File: src/rtl/snax_csr_channel_router.sv
// Routes upstream CSR requests to per-accelerator CSR channels and returns read responses in issue order.
// Define SNAX_CSR_ROUTER_ERR_CNT_EN to add err_count_o, a saturating count of accepted out-of-range requests.
module snax_csr_channel_router #(
  parameter int          NumChannels    = 2,
  parameter logic [31:0] CsrBase        = 32'h3C0,
  parameter int          CsrPerChannel  = 16,
  parameter int          MaxOutstanding = 4
) (
  input  logic                     clk_i,
  input  logic                     rst_i,
  input  logic                     req_valid_i,
  output logic                     req_ready_o,
  input  logic [31:0]              req_addr_i,
  input  logic [31:0]              req_data_i,
  input  logic                     req_write_i,
  output logic                     rsp_valid_o,
  input  logic                     rsp_ready_i,
  output logic [31:0]              rsp_data_o,
  output logic                     rsp_err_o,
  output logic [NumChannels-1:0]   csr_req_valid_o,
  input  logic [NumChannels-1:0]   csr_req_ready_i,
  output logic [31:0]              csr_req_addr_o,
  output logic [31:0]              csr_req_data_o,
  output logic                     csr_req_write_o,
  input  logic [NumChannels-1:0]   csr_rsp_valid_i,
  output logic [NumChannels-1:0]   csr_rsp_ready_o,
  input  logic [NumChannels*32-1:0] csr_rsp_data_i,
  output logic                     barrier_o
`ifdef SNAX_CSR_ROUTER_ERR_CNT_EN
  ,
  output logic [15:0]              err_count_o
`endif
);

  localparam int OffW = $clog2(CsrPerChannel);
  localparam int TagW = $clog2(NumChannels + 1);
  localparam int PtrW = $clog2(MaxOutstanding);
  localparam int CntW = $clog2(MaxOutstanding + 1);
  // Tag value one past the last channel marks an out-of-range read.
  localparam logic [TagW-1:0] TagErr = TagW'(NumChannels);

  logic [31:0]     off;
  logic [31:0]     chan_sel;
  logic            in_range;
  logic            fifo_full;
  logic            fifo_empty;
  logic            rd_ok;
  logic            sel_ready;
  logic            push;
  logic            pop;
  logic [TagW-1:0] tag_in;
  logic [TagW-1:0] head_tag;
  logic            head_err;
  logic            head_vld;
  logic [31:0]     head_data;

  logic [PtrW-1:0] wr_ptr_q, wr_ptr_d;
  logic [PtrW-1:0] rd_ptr_q, rd_ptr_d;
  logic [CntW-1:0] cnt_q, cnt_d;
  logic [TagW-1:0] tag_mem_q [MaxOutstanding];
  logic [TagW-1:0] tag_mem_d [MaxOutstanding];

  assign off            = req_addr_i - CsrBase;
  assign chan_sel       = off >> OffW;
  assign in_range       = (req_addr_i >= CsrBase) && (chan_sel < 32'(NumChannels));
  assign csr_req_addr_o = off & 32'(CsrPerChannel - 1);
  assign csr_req_data_o  = req_data_i;
  assign csr_req_write_o = req_write_i;

  assign fifo_full  = (cnt_q == CntW'(MaxOutstanding));
  assign fifo_empty = (cnt_q == '0);
  // Reads need a free tracking slot; writes never produce a response.
  assign rd_ok      = req_write_i | ~fifo_full;

  always_comb begin
    sel_ready       = 1'b0;
    csr_req_valid_o = '0;
    for (int c = 0; c < NumChannels; c++) begin
      if (chan_sel == 32'(c)) begin
        sel_ready          = csr_req_ready_i[c];
        csr_req_valid_o[c] = req_valid_i & in_range & rd_ok;
      end
    end
  end

  assign req_ready_o = in_range ? (sel_ready & rd_ok) : rd_ok;

  assign head_tag = tag_mem_q[rd_ptr_q];
  assign head_err = (head_tag == TagErr);

  always_comb begin
    head_vld        = 1'b0;
    head_data       = '0;
    csr_rsp_ready_o = '0;
    for (int c = 0; c < NumChannels; c++) begin
      if (head_tag == TagW'(c)) begin
        head_vld           = csr_rsp_valid_i[c];
        head_data          = csr_rsp_data_i[32*c +: 32];
        csr_rsp_ready_o[c] = rsp_ready_i & ~fifo_empty;
      end
    end
  end

  assign rsp_valid_o = ~fifo_empty & (head_err | head_vld);
  assign rsp_data_o  = (fifo_empty | head_err) ? 32'h0 : head_data;
  assign rsp_err_o   = ~fifo_empty & head_err;
  assign barrier_o   = fifo_empty & ~req_valid_i;

  assign push   = req_valid_i & req_ready_o & ~req_write_i;
  assign pop    = rsp_valid_o & rsp_ready_i;
  assign tag_in = in_range ? TagW'(chan_sel) : TagErr;

  always_comb begin
    tag_mem_d = tag_mem_q;
    if (push) tag_mem_d[wr_ptr_q] = tag_in;
    wr_ptr_d = wr_ptr_q + PtrW'(push);
    rd_ptr_d = rd_ptr_q + PtrW'(pop);
    unique case ({push, pop})
      2'b10:   cnt_d = cnt_q + CntW'(1);
      2'b01:   cnt_d = cnt_q - CntW'(1);
      default: cnt_d = cnt_q;
    endcase
  end

  always_ff @(posedge clk_i) begin
    if (rst_i) begin
      wr_ptr_q <= '0;
      rd_ptr_q <= '0;
      cnt_q    <= '0;
    end else begin
      wr_ptr_q <= wr_ptr_d;
      rd_ptr_q <= rd_ptr_d;
      cnt_q    <= cnt_d;
    end
  end

  // Tag storage carries data only; occupancy decides which entries are live.
  always_ff @(posedge clk_i) begin
    tag_mem_q <= tag_mem_d;
  end

`ifdef SNAX_CSR_ROUTER_ERR_CNT_EN
  logic [15:0] err_cnt_q, err_cnt_d;

  function automatic logic [15:0] sat_inc(input logic [15:0] v);
    return (v == 16'hFFFF) ? v : v + 16'd1;
  endfunction

  assign err_cnt_d   = (req_valid_i & req_ready_o & ~in_range) ? sat_inc(err_cnt_q) : err_cnt_q;
  assign err_count_o = err_cnt_q;

  always_ff @(posedge clk_i) begin
    if (rst_i) err_cnt_q <= '0;
    else       err_cnt_q <= err_cnt_d;
  end
`endif

endmodule

File: config.mk
export PLATFORM = sky130hd
export DESIGN_NAME = snax_csr_channel_router
export DESIGN_NICKNAME = d
export VERILOG_FILES = /design/src/rtl/snax_csr_channel_router.sv
export SDC_FILE = /design/constraint.sdc
export NUM_CORES = 1
export LEC_CHECK = 0
export ABC_AREA = 0
export CELL_PAD_IN_SITES_DETAIL_PLACEMENT = 1
export CELL_PAD_IN_SITES_GLOBAL_PLACEMENT = 1
export CORE_MARGIN = 3
export CORE_UTILIZATION = 17
export DETAILED_ROUTE_END_ITERATION = 8
export PLACE_DENSITY_LB_ADDON = 0.1
export SYNTH_ARGS = -nofsm -noshare
export SYNTH_HDL_FRONTEND = slang
export SYNTH_SLANG_ARGS = --single-unit
File: constraint.sdc
create_clock -name clk_i -period 8.65 [get_ports clk_i]
set_input_delay 0.865 -clock clk_i [delete_from_list [all_inputs] [get_ports clk_i]]
set_output_delay 0.865 -clock clk_i [all_outputs]
set_load 0.01 [all_outputs]
==> results.toml <==
[timing]
tightest_slew_ns = 1.11
maxSlewViolCount = 0
setup_tns_ns = 0
period_needed_ns = 4.41
grt_setup_unrepaired = "no"
setup_viol = 0
max_freq_ghz = 0.227
skew_ns = 0.00129
hold_viol = 0
relSlewSlack_pct = 25.7
period_share_pct = 50.9

[critical_path]
worstPathMaxFanout = 7
slowest_delay_ns = 0.57
endpoint = "csr_req_valid_o[1]"
r2r_end = "cnt_q[2]"
startpoint_type = "input port"
critPathKind = "in2out"
arrival_ns = 3.54
cp_slowest_cell = "clkdlybuf4s50_1"
r2r-start = "rd_ptr_q[0]"
startpoint = "req_addr_i[22]"
cp-end-kind = "primary output"
cp_cell_sequence = "clkdlybuf4s50_1, or4_1, or4_1, nor4b_2, nand3_1, nor3_1, clkdlybuf4s50_1"
r2r_cells = 10
required_ns = 7.79
r2r_slack_ns = 5.30

[finish]
layout_commonest_cell = "clkdlybuf4s50_1"
drive_above_1_share_pct = 2.65
final_util_pct = 29.0
final_nets = 482
stdcell_count = 480
syn2layout_area_growth_pct = 64.5
layout_common_cells = "clkdlybuf4s50_1 (141), nor2_1 (46), mux2i_1 (34), conb_1 (28), edfxtp_1 (8)"
antenna_cells = 0

[power_and_ir_drop]
power_uw = 318
ir_drop_mv = 0.0741
p_per_area_nw_per_um2 = 99.9
leakagePower_uw = 0.00121

[clock_network]
htree_num_levels = 1
cts.clk_slew.worst_paths_ns = 0.05
numCtsBuffers = 3
cts_sinks = 15
holdBufCountCts = 0
clk-insertion-delay-late_ns = 0.24
cts_setup_buffers = 0
cts_max_path_buffers = 2
cts_tree = "yes"
cts_resized = 0
cts_root_buffer = "clkbuf_16"

[floorplanning]
fp.dieH_um = 113
core_um2 = 11000
initial_core_util_pct = 17.6
fp-row-count = 38
ios = 242
die-area_um2 = 12700
die-width_um = 113

[yosys]
ys_top_cells_by_area = "buf_4 (26%), mux2i_1 (18%), edfxtp_1 (12%)"
yosys_warnings = 0
ys.flop_type = "edfxtp_1"
synth_cell_types = 37
avgSynthCellArea_um2 = 8.03
synth_top_area_cell = "buf_4"
synth_seq_cells = 15
synth_edf_count = 8
syn_inst = 241
syn_area_um2 = 1940
synth_top_area_share_pct = 25.6
synth-seq-area-share_pct = 19.7
async_flop_share_pct = 0

[job]
drv_cap = 0

[routing]
dr_total_vias = 1944
drcViolationCount = 0
ant_nets = 0
vias_per_cell = 4.05
first_iter_violations = 75
firstDrtPassIters = 4
post_drt_wl_per_cell_um = 14.8
totalWireLength_mm = 7.09

[placed_design]
place_congestion = 0.764
dp_cells = 476
io_buffers = 141
hpwl_mm = 6.14

[grt]
grt_max_degree = 37
grt_overflow = 0
antenna_found_initial = 0
grtUsageTotal_pct = 10.3
grt_pass1_vias = 1934
grt_pass1_wl_mm = 10.7

[hold_path]
hp-class = "reg2reg"

[outcome]
outcome = "complete, no violations"
power breakdown:
| group | total (uW) | internal [uW] | switching, uW |
|---|---|---|---|
| Clock | 88.9 | 62.1 | 26.8 |
| Sequential | 82.1 | 78.5 | 3.57 |
| Combinational | 147 | 85.8 | 61.4 |
| Total | 318 | 226 | 91.8 |
per-stage QoR:
| step | instance area [um^2] | hold slack [ns] | setup WS, ns |
|---|---|---|---|
| finish | 3180 | 0.515 | 4.24 |
| global route | 3180 | 0.591 | 4.00 |
| CTS | 3180 | 0.516 | 4.23 |
| detailed placement | 3100 | 0.506 | 4.23 |
| global placement | 3100 | 0.493 | 4.29 |
| floorplan | 2040 | 0.456 | 4.98 |
per-layer routing:
| layer | vias up | GRT usage, % | wire length (um) |
|---|---|---|---|
| met3 | 10 | 2.94 | 727 |
| met1 | 882 | 13.1 | 2930 |
| met2 | 117 | 17.1 | 3330 |
| met4 | 0 | 2.96 | 101 |
| li1 | 935 | - | - |
| met5 | - | 0 | 0 |
state kept, by name, summed over array words and instances (netlist names):
| signal | count |
|---|---|
| tag_mem_q | 8 |
| wr_ptr_q | 2 |
| rd_ptr_q | 2 |
| cnt_q | 3 |
logic make-up (layout without fill, tap and decap cells):
family,after synthesis,after routing,synth area share [%]
simple gates,88,88,22.7
buf+inv,81,153,28.7
mux,36,36,19.9
flops,15,15,19.7
compound gates,11,11,3.62
xor+xnor,5,5,2.26
fa+ha+maj,4,4,2.97
other cells,1,28,0.194
worst max-delay path, delay by kind of cell:
kind / cells / cell delay (ns)
buffers and inverters: 2 / 0.96
AND/OR/NAND/NOR: 5 / 1.71
synthesized netlist by cell type (2+ instances only):
cell and n:
a21oi_1 3, and3_1 2, and4_1 2, buf_2 3, buf_4 66, clkbuf_1 4, dfxtp_1 7, edfxtp_1 8
ha_1 3, inv_1 7, mux2i_1 34, mux4_2 2, nand2_1 5, nand2b_1 2, nand3_1 2, nor2_1 46
nor2b_1 2, nor3_1 6, nor4_1 5, nor4b_1 3, o21ai_0 2, o41ai_1 2, or3_1 7, or4_1 2
xnor2_1 2, xor2_1 3
worst min path at each step:
stage                           to  slack, ns     start  cells after the start
after floorplan           cnt_q[2]       0.46  cnt_q[2]                      2
after CTS                 cnt_q[2]       0.52  cnt_q[2]                      2
final                     cnt_q[2]       0.51  cnt_q[2]                      2
after detailed placement  cnt_q[2]       0.51  cnt_q[2]                      2
after global routing      cnt_q[2]       0.59  cnt_q[2]                      2
after global placement    cnt_q[2]       0.49  cnt_q[2]                      2
layout make-up:
type	count	area (um^2)
clock buffer	3	75.1
clock inverter	1	7.51
fill	1315	7800
inverter	7	26.3
multi-input combinational	172	1100
sequential	15	380
tap	140	175
timing repair buffer	142	1420
No activity file was read; power rests on OpenSTA's default activity.
